**src/rtl/video_pkg.sv**
```systemverilog
// Shared timing defaults, pattern encodings and bar colours for the HDMI
// video timing / test-pattern generator. Colours are packed {B,G,R}.
package video_pkg;

  localparam int CNT_W = 11;

  // 640x480@60 with a 25.175 MHz pixel clock
  localparam int DEF_H_ACTIVE = 640;
  localparam int DEF_H_FRONT  = 16;
  localparam int DEF_H_SYNC   = 96;
  localparam int DEF_H_BACK   = 48;
  localparam int DEF_V_ACTIVE = 480;
  localparam int DEF_V_FRONT  = 10;
  localparam int DEF_V_SYNC   = 2;
  localparam int DEF_V_BACK   = 33;

  typedef enum logic [1:0] {
    PAT_BARS  = 2'd0,
    PAT_CHECK = 2'd1,
    PAT_GRAD  = 2'd2,
    PAT_SOLID = 2'd3
  } pattern_t;

  typedef struct packed {
    pattern_t    sel;
    logic [23:0] solid;
  } pattern_cfg_t;

  localparam logic [23:0] COL_WHITE   = 24'hFFFFFF;
  localparam logic [23:0] COL_YELLOW  = 24'h00FFFF;
  localparam logic [23:0] COL_CYAN    = 24'hFFFF00;
  localparam logic [23:0] COL_GREEN   = 24'h00FF00;
  localparam logic [23:0] COL_MAGENTA = 24'hFF00FF;
  localparam logic [23:0] COL_RED     = 24'h0000FF;
  localparam logic [23:0] COL_BLUE    = 24'hFF0000;
  localparam logic [23:0] COL_BLACK   = 24'h000000;

  function automatic logic [23:0] bar_colour(input logic [2:0] idx);
    case (idx)
      3'd0:    return COL_WHITE;
      3'd1:    return COL_YELLOW;
      3'd2:    return COL_CYAN;
      3'd3:    return COL_GREEN;
      3'd4:    return COL_MAGENTA;
      3'd5:    return COL_RED;
      3'd6:    return COL_BLUE;
      default: return COL_BLACK;
    endcase
  endfunction

endpackage

```
**src/rtl/video_pattern_gen.sv**
```systemverilog
// Next-pixel colour for the selected test pattern. Combinational apart from
// the colour-bar position counter, which avoids dividing x by the bar width.
module video_pattern_gen
  import video_pkg::*;
#(
  parameter int H_ACTIVE = DEF_H_ACTIVE
) (
  input  logic         hdmi_clk,
  input  logic         reset,
  input  logic [7:0]   x,
  input  logic [7:0]   y,
  input  logic         de,
  input  logic         line_start,
  input  pattern_cfg_t pattern,
  output logic [23:0]  rgb_next
);

  localparam logic [CNT_W-1:0] BW_LAST = CNT_W'(H_ACTIVE / 8 - 1);

  logic [CNT_W-1:0] bar_cnt, cur_cnt;
  logic [2:0]       bar_idx, cur_idx;

  // The registered count describes the previous pixel; line_start forces bar 0.
  assign cur_cnt = line_start ? '0 : bar_cnt;
  assign cur_idx = line_start ? '0 : bar_idx;

  // NOTE: sequential state uses non-blocking assignments so every register
  // samples values from before the edge, independent of statement order.
  always_ff @(posedge hdmi_clk or posedge reset) begin
    if (reset) begin
      bar_cnt <= '0;
      bar_idx <= '0;
    end else if (de) begin
      if (cur_cnt == BW_LAST) begin
        bar_cnt <= '0;
        bar_idx <= cur_idx + 3'd1;
      end else begin
        bar_cnt <= cur_cnt + 1'b1;
        bar_idx <= cur_idx;
      end
    end
  end

  // NOTE: the default assignment on entry keeps this block free of latches
  // on every path through the case.
  always_comb begin
    rgb_next = COL_BLACK;
    if (de) begin
      case (pattern.sel)
        PAT_BARS:  rgb_next = bar_colour(cur_idx);
        PAT_CHECK: rgb_next = (x[5] ^ y[5]) ? COL_BLACK : COL_WHITE;
        PAT_GRAD:  rgb_next = {x ^ y, y, x};
        default:   rgb_next = pattern.solid;
      endcase
    end
  end

endmodule

```
**src/rtl/video_timing_pattern_gen.sv**
```systemverilog
// Raster timing plus test-pattern pixel source for the HDMI output stage.
// All outputs are registered once and aligned to the same counter state.
module video_timing_pattern_gen
  import video_pkg::*;
#(
  parameter int   H_ACTIVE = DEF_H_ACTIVE,
  parameter int   H_FRONT  = DEF_H_FRONT,
  parameter int   H_SYNC   = DEF_H_SYNC,
  parameter int   H_BACK   = DEF_H_BACK,
  parameter int   V_ACTIVE = DEF_V_ACTIVE,
  parameter int   V_FRONT  = DEF_V_FRONT,
  parameter int   V_SYNC   = DEF_V_SYNC,
  parameter int   V_BACK   = DEF_V_BACK,
  parameter logic H_POL    = 1'b0,
  parameter logic V_POL    = 1'b0
) (
  input  logic             hdmi_clk,
  input  logic             reset,
  input  logic [1:0]       pattern_sel,
  input  logic [23:0]      solid_rgb,
  output logic [2:0]       hve_sync,
  output logic [23:0]      rgb,
  output logic [CNT_W-1:0] pix_x,
  output logic [CNT_W-1:0] pix_y,
  output logic             frame_start
);

  localparam logic [CNT_W-1:0] H_ACT    = CNT_W'(H_ACTIVE);
  localparam logic [CNT_W-1:0] HS_START = CNT_W'(H_ACTIVE + H_FRONT);
  localparam logic [CNT_W-1:0] HS_END   = CNT_W'(H_ACTIVE + H_FRONT + H_SYNC);
  localparam logic [CNT_W-1:0] H_LAST   = CNT_W'(H_ACTIVE + H_FRONT + H_SYNC + H_BACK - 1);
  localparam logic [CNT_W-1:0] V_ACT    = CNT_W'(V_ACTIVE);
  localparam logic [CNT_W-1:0] VS_START = CNT_W'(V_ACTIVE + V_FRONT);
  localparam logic [CNT_W-1:0] VS_END   = CNT_W'(V_ACTIVE + V_FRONT + V_SYNC);
  localparam logic [CNT_W-1:0] V_LAST   = CNT_W'(V_ACTIVE + V_FRONT + V_SYNC + V_BACK - 1);

  logic [CNT_W-1:0] h_cnt, v_cnt;
  logic             line_start, frame_origin;
  logic             de_c, hs_c, vs_c;
  pattern_cfg_t     pat_q, pat_eff;
  logic [23:0]      rgb_next;

  always_ff @(posedge hdmi_clk or posedge reset) begin
    if (reset) begin
      h_cnt <= '0;
      v_cnt <= '0;
    end else if (h_cnt == H_LAST) begin
      h_cnt <= '0;
      v_cnt <= (v_cnt == V_LAST) ? '0 : v_cnt + 1'b1;
    end else begin
      h_cnt <= h_cnt + 1'b1;
    end
  end

  assign line_start   = (h_cnt == '0);
  assign frame_origin = line_start && (v_cnt == '0);
  assign de_c         = (h_cnt < H_ACT) && (v_cnt < V_ACT);
  assign hs_c         = (h_cnt >= HS_START) && (h_cnt < HS_END);
  assign vs_c         = (v_cnt >= VS_START) && (v_cnt < VS_END);

  // Pixel (0,0) already uses the freshly captured pattern, so a frame is never mixed.
  always_comb begin
    pat_eff = pat_q;
    if (frame_origin) begin
      pat_eff.sel   = pattern_t'(pattern_sel);
      pat_eff.solid = solid_rgb;
    end
  end

  always_ff @(posedge hdmi_clk or posedge reset) begin
    if (reset) begin
      pat_q <= '{sel: PAT_BARS, solid: COL_BLACK};
    end else if (frame_origin) begin
      pat_q <= pat_eff;
    end
  end

  video_pattern_gen #(
    .H_ACTIVE (H_ACTIVE)
  ) u_pattern (
    .hdmi_clk   (hdmi_clk),
    .reset      (reset),
    .x          (h_cnt[7:0]),
    .y          (v_cnt[7:0]),
    .de         (de_c),
    .line_start (line_start),
    .pattern    (pat_eff),
    .rgb_next   (rgb_next)
  );

  always_ff @(posedge hdmi_clk or posedge reset) begin
    if (reset) begin
      hve_sync    <= {1'b0, ~V_POL, ~H_POL};
      rgb         <= '0;
      pix_x       <= '0;
      pix_y       <= '0;
      frame_start <= 1'b0;
    end else begin
      hve_sync    <= {de_c, vs_c ? V_POL : ~V_POL, hs_c ? H_POL : ~H_POL};
      rgb         <= rgb_next;
      pix_x       <= de_c ? h_cnt : '0;
      pix_y       <= de_c ? v_cnt : '0;
      frame_start <= de_c && frame_origin;
    end
  end

endmodule

```
**config.mk**
```make
export PLATFORM = sky130hd
export DESIGN_NAME = video_timing_pattern_gen
export DESIGN_NICKNAME = d
export VERILOG_FILES = /design/src/rtl/video_pkg.sv /design/src/rtl/video_pattern_gen.sv /design/src/rtl/video_timing_pattern_gen.sv
export SDC_FILE = /design/constraint.sdc
export NUM_CORES = 1
export LEC_CHECK = 0
export CORE_ASPECT_RATIO = 0.6
export CORE_UTILIZATION = 58
export DETAILED_ROUTE_END_ITERATION = 6
export GPL_TIMING_DRIVEN = 0
export PLACE_DENSITY = 0.85
export SYNTH_ARGS = -nofsm -noshare
export SYNTH_HDL_FRONTEND = slang
export SYNTH_SLANG_ARGS = --single-unit
```
**constraint.sdc**
```tcl
create_clock -name hdmi_clk -period 7.15 [get_ports hdmi_clk]
set_clock_uncertainty 0.1 [all_clocks]
set_input_delay 1.7875 -clock hdmi_clk [delete_from_list [all_inputs] [get_ports hdmi_clk]]
set_output_delay 1.7875 -clock hdmi_clk [all_outputs]
set_load 0.1 [all_outputs]
```
==> results.md, run 1 <==
* Maxcap violations at 0
* Met3 usage at 9.059%
* Width of the die at 124.6 um
* WHS Path Cells at 2
* Largest net degree at the start of global routing at 75
* Hold Vio Cnt, Final at 0
* Most Crowded Layer GR: met2
* F_max at 0.2554 GHz
* Top post-synthesis cells by area: dfrtp_1 53%, nand2_1 5.0%, xor2_1 2.5%
* H-Tree Depth at 3
* Worst hold margin at 0.3786 ns
* Area delta synth->final at 23.54%
* Worst-margin pin slew at 1.199 ns
* GRT Total Usage at 30.15%
* Post-Syn Area at 5230 sq um
* Sequential Area at 2805 sq um
* Drt total wl at 13370 um
* Slowest-stage cell, CP: nor4b_1
* Worst Hold Path EP: pat_q[8]
* Worst path top cell family by delay: simple AND/OR/NAND/NOR gates
* Routed len/inst at 18.57 um
* TritonCTS clock tree: done
* Antenna viol nets, final at 0
* Fin crit share at 54.77%
* Row count at 26
* Die area at 9413 sq um
* Worst r2r src: h_cnt[0]
* Yosys warns at 0
* Met1 usage at 41.77%
* Register area share after synthesis at 53.64%
* First-pass GRT wire length at 21600 um
* CTS max path bufs at 2
* Synth cell count leaders: 110 x dfrtp_1, 69 x nand2_1, 29 x nor2_1
* Crit path launch type: register
* Routed vias at 4392
* Number of cells on the worst reg-to-reg path at 12
* Cell variety after synth at 62
* IO buf count at 77
* Pre-Repair DR Iteration Count at 5
* Cell taking the most area after synthesis: dfrtp_1
* Clk_lat worst skew at 0.36 ns
* Hold Startpoint: pat_q[8]
* Placed insts at 704
* Clock Sink Count at 112
* Die height at 75.56 um
* Crit path kind: register to register
* Vias in the first global route at 4189
* DP Wirelength at 9719 um
* Post-synth EDFFs at 0
* Core area at 8621 sq um
* Area of the multi-input gates at 2198 sq um
* Initial core utilization at 60.67%
* Ys async rst share at 100.0%
* Ratio of cells with drive above 1 in the final layout at 7.730%
* Initial drt markers at 502
* Status: finished clean
* Via density at 6.100
* Pins Over Slew Limit at 0
* N_diodes at 0
* P_leak at 2.871 nW
* Worst reg2reg path endpoint: u_pattern.bar_cnt[5]
* Ys flop type: dfrtp_1
* #FFs+latches synth at 112
* Required time of the worst setup path at 7.30 ns
* Max VDD drop at 152.7 uV
* Initial antenna violation count at 0
* GRT overflow at 0
* Reg clk slew, reported paths at 0.07 ns
* Count leader, synth: dfrtp_1
* CTS resizes at 0
* Met2 Use GR at 46.16%
* Routability Congestion at 0.9025
* Critical path peak fanout at 10
* Mapped Cells at 512
* Pwr Density at 205.6 nW/um^2
* # fillers at 593
* Setup TNS at 0 ns
* Worst-path cell chain: inv_1 > ha_1 > nor4b_1 > nand3b_2 > clkbuf_1 > and2_1 > ha_1 > and4b_1 > and3_1 > or3_1 > clkbuf_1 > o41ai_1
* Final net count at 637
* Average cell area after synthesis at 10.21 sq um
* Finished Layout Cells at 720
* Max incr delay on CP at 0.51 ns
* Critical Path Sink Type: register
* Worst EP arrival at 4.07 ns
* Slew Limit Headroom at 19.46%
* Final setup viols at 0
* R2r setup slk at 3.23 ns
* Hold Buf Count CTS at 0
* Setup bufs post-CTS at 0
* DRC violations left at 0
* Min-delay worst type: register to register
* Tmin final at 3.916 ns
* Clk Tree Root Cell: clkbuf_16
* RSZ-0062 raised after global routing: no
* Top-area cell type share of the netlist area at 52.63%
* WP buf/inv at 3
* CTS buffer count at 9
* Ports at 78
how the worst max path moves through the flow:
stage	startpoint	end	slack, ns	cells past startpoint
detailed placement	h_cnt[0]	u_pattern.bar_cnt[5]	3.33	12
global placement	reset	rgb[16]	0.80	2
finish	h_cnt[0]	u_pattern.bar_cnt[5]	3.23	12
global route	h_cnt[0]	u_pattern.bar_cnt[9]	2.92	12
CTS	hve_sync[0]	hve_sync[0]	3.26	1
floorplan	reset	frame_start	2.31	1
logic make-up after synthesis:
family,after synthesis,share of synthesized area [%]
and+or+nand+nor,197,19.31
xor gates and xnor gates,25,4.187
buffers and inverters,55,4.473
muxes,16,3.158
other,1,0.07170
AOI/OAI and AO/OA,100,13.73
DFF,112,53.64
adders and majority gates,6,1.435
layout by cell type, fill, tap and decap left out, types with 5 or more instances in the layout:
cell type | Yosys | routed
nor3_1 | 19 | 19
o211ai_1 | 15 | 15
nand2_1 | 69 | 69
and2_1 | 18 | 18
xor2_1 | 15 | 15
inv_1 | 26 | 25
xnor2_1 | 10 | 10
a21oi_1 | 8 | 8
nand2b_1 | 8 | 8
clkbuf_16 | 0 | 9
nor2_1 | 29 | 29
mux2i_1 | 12 | 12
clkbuf_1 | 14 | 14
o31ai_1 | 15 | 15
buf_2 | 9 | 9
nand3_1 | 17 | 17
o21ai_0 | 19 | 19
clkdlybuf4s50_1 | 0 | 77
a2111oi_0 | 6 | 6
nand4_1 | 5 | 5
and3_1 | 5 | 5
ha_1 | 6 | 6
a221oi_1 | 10 | 10
o22ai_1 | 6 | 6
dfrtp_1 | 110 | 110
layer usage:
metal / part of all wire, % / vias up
met5: 0 / -
met3: 9.1 / 22
met2: 44 / 231
met1: 45 / 2156
li1: - / 1983
met4: 1.6 / 0
metrics by stage:
stage	worst slack, ns	instance area, sq um	power (mW)	util [%]
finish	3.234	6461	1.328	74.95
global route	2.923	6461	1.364	74.95
CTS	3.257	6461	1.332	74.95
detailed placement	3.330	6178	0.8578	71.67
global placement	0.8034	6148	0.8524	71.32
floorplan	2.307	5238	0.7987	-
sequential cells by signal, summed over array words and instances, names as in the netlist:
name and flops:
u_pattern.bar_idx 3, frame_start 1, pix_x 11, v_cnt 11, pix_y 11, h_cnt 11
hve_sync 3, u_pattern.bar_cnt 11, rgb 24, pat_q 26
layout make-up:
cell class	instances	share of cell area, %
flip-flops and latches	112	43.42
multi-input cells	347	34.02
repair buffers	78	12.35
clock buffers	10	3.699
well taps	112	2.169
plain buffers	28	2.053
inverters	27	1.607
clock inverters	6	0.6778
tightest hold or removal path: stages (launching register included):
cell	delay, ns
dfrtp_1	0.35
nand2_1	0.05
nand2_1	0.05
power breakdown:
| group | internal [mW] | switching, mW |
|---|---|---|
| Combinational | 0.0493 | 0.137 |
| Sequential | 0.652 | 0.00755 |
| Clock | 0.247 | 0.235 |
| Total | 0.949 | 0.379 |
Power figures use the tool's default switching activity.
==> inputs of run 2 (changes only) <==
- CORE_UTILIZATION: 58 -> 54
- PLACE_DENSITY: 0.85 -> 0.8
- clock period: 7.15 -> 3.8 ns (I/O delays scaled with it)
==> results.md, run 2 (synthesis results as in run 1) <==
* Row count at 27 (was 26)
* Setup bufs post-CTS at 0 (unchanged)
* Hold Vio Cnt, Final at 0 (unchanged)
* Initial core utilization at 56.30% (was 60.67%)
* Placed insts at 724 (was 704)
* Pins Over Slew Limit at 0 (unchanged)
* Area delta synth->final at 24.88% (was 23.54%)
* TritonCTS clock tree: done (unchanged)
* Commonest cells after routing, fill and taps aside: 110 x dfrtp_1, 77 x clkdlybuf4s50_1, 69 x nand2_1 (unchanged)
* First-pass GRT wire length at 21610 um (was 21600 um)
* Status: finished clean (unchanged)
* Min-delay worst type: register to register (unchanged)
* Ratio of cells with drive above 1 in the final layout at 7.882% (was 7.730%)
* Core area at 9290 sq um (was 8621 sq um)
* Top flop regs: pat_q x26, rgb x24 (unchanged)
* Via density at 5.970 (was 6.100)
* Required time of the worst setup path at 3.94 ns (was 7.30 ns)
* DP Wirelength at 9745 um (was 9719 um)
* Ports at 78 (unchanged)
* Max reg flops at 26 (unchanged)
* Slowest-stage cell, CP: or3_1 (was nor4b_1)
* Worst EP arrival at 3.59 ns (was 4.07 ns)
* Die height at 78.23 um (was 75.56 um)
* Clk_lat worst skew at 0.35 ns (was 0.36 ns)
* F_max at 0.2901 GHz (was 0.2554 GHz)
* Worst-margin pin slew at 1.279 ns (was 1.199 ns)
* Initial drt markers at 450 (was 502)
* Finished Layout Cells at 739 (was 720)
* Tmin final at 3.447 ns (was 3.916 ns)
* H-Tree Depth at 3 (unchanged)
* Crit path kind: register to register (unchanged)
* N_diodes at 0 (unchanged)
* Max incr delay on CP at 0.51 ns (about the same)
* Routed vias at 4412 (was 4392)
* Clock Sink Count at 112 (unchanged)
* RSZ-0062 raised after global routing: no (unchanged)
* P_leak at 2.882 nW (was 2.871 nW)
* Antenna viol nets, final at 0 (unchanged)
* Initial antenna violation count at 0 (unchanged)
* GRT Total Usage at 28.13% (was 30.15%)
* Critical Path Sink Type: register (unchanged)
* R2r setup slk at 0.35 ns (was 3.23 ns)
* Routability Congestion at 0.8822 (was 0.9025)
* Routed len/inst at 18.15 um (was 18.57 um)
* CTS max path bufs at 2 (unchanged)
* Design Area, Final at 6531 sq um (was 6461 sq um)
* Largest net degree at the start of global routing at 40 (was 75)
* Setup TNS at 0 ns (unchanged)
* Placed inst area at 6235 sq um (was 6178 sq um)
* Reg with most FFs: pat_q (unchanged)
* Critical path peak fanout at 18 (was 10)
* Pwr Density at 381.1 nW/um^2 (was 205.6 nW/um^2)
* Crit path launch type: register (unchanged)
* Slew Limit Headroom at 14.05% (was 19.46%)
* Maxcap violations at 0 (unchanged)
* Vias in the first global route at 4283 (was 4189)
* IO buf count at 77 (unchanged)
* Max VDD drop at 250.6 uV (was 152.7 uV)
* Final net count at 638 (was 637)
* GRT overflow at 0 (unchanged)
* DRC violations left at 0 (unchanged)
* Die area at 10100 sq um (was 9413 sq um)
* Reg clk slew, reported paths at 0.07 ns (about the same)
* Fin crit share at 90.72% (was 54.77%)
* Clk Tree Root Cell: clkbuf_16 (unchanged)
* Worst path top cell family by delay: simple AND/OR/NAND/NOR gates (unchanged)
* Drt total wl at 13410 um (was 13370 um)
* WP buf/inv at 2 (was 3)
* Width of the die at 129.1 um (was 124.6 um)
* Final setup viols at 0 (unchanged)
* Pre-Repair DR Iteration Count at 5 (unchanged)
* Worst-path cell chain: clkbuf_1 > or3_1 > nand3b_4 > and2_1 > ha_1 > and4b_1 > and3_1 > or3_1 > clkbuf_1 > o41ai_1 (was inv_1 > ha_1 > nor4b_1 > nand3b_2 > clkbuf_1 > and2_1 > ha_1 > and4b_1 > and3_1 > or3_1 > clkbuf_1 > o41ai_1)
* CTS buffer count at 9 (unchanged)
* Most common cell after layout, fill and taps aside: dfrtp_1 (unchanged)
run 2: layout make-up:
| type | instances | area, sq um |
|---|---|---|
| Tap cell | 130 | 162.7 |
| Multi-Input combinational cell | 347 | 2222 |
| Fill cell | 704 | 2759 |
| Clock inverter | 4 | 30.03 |
| Sequential cell | 112 | 2805 |
| Inverter | 27 | 105.1 |
| Clock buffer | 12 | 246.5 |
| Buffer | 27 | 128.9 |
| Timing Repair Buffer | 80 | 830.8 |
run 2: path summary, 6_finish.rpt:
kind | start | end | depth (start not counted)
max | h_cnt[6] | u_pattern.bar_cnt[5] | 10
min | pat_q[12] | pat_q[12] | 2
max reg2reg | h_cnt[6] | u_pattern.bar_cnt[5] | 10
min reg2reg | pat_q[12] | pat_q[12] | 2
max in group asynchronous | reset | pat_q[23] | 4
min in group asynchronous | reset | u_pattern.bar_cnt[9] | 2
run 2: where the power goes:
| part | total [mW] | internal [mW] | switching (mW) |
|---|---|---|---|
| clock network | 0.895 | 0.464 | 0.431 |
| logic | 0.352 | 0.0960 | 0.256 |
| registers | 1.24 | 1.23 | 0.0146 |
run 2: worst reg2reg max path: cells and delay by family (launching register included):
family                   cells  cell delay (ns)
flip-flops                   1             0.36
AO/OA/AOI/OAI                1             0.37
adder cells (fa/ha/maj)      1             0.24
buffers and inverters        2             0.40
AND/OR/NAND/NOR              6             1.87
run 2: repair_timing:
item	in CTS	in global routing
hold buffers	0	0
pin swaps	0	0
endpoints found under the setup margin	1	8
resized for setup	1	2
run 2: metrics by stage:
step	worst slack (ns)	total power, mW	hold WS [ns]	util, %
5_1_grt	0.06140	2.572	0.4048	70.30
3_5_place_dp	-0.08032	1.618	0.3614	67.11
6_report	0.3525	2.489	0.3769	70.30
3_3_place_gp	0.02296	1.605	0.3520	66.46
4_1_cts	0.07630	2.501	0.3760	70.15
2_1_floorplan	0.5097	1.503	0.3391	-
run 2: routing by layer:
metal  routed length [um]  GRT usage [%]  share of wire [%]  up-vias
met4                  123          6.353               0.92        0
met1                 5966          40.14                 44     2177
met5                    0              0                  0        -
li1                     -              -                  -     1980
met3                 1166          6.680                8.7       13
met2                 6156          43.73                 46      242
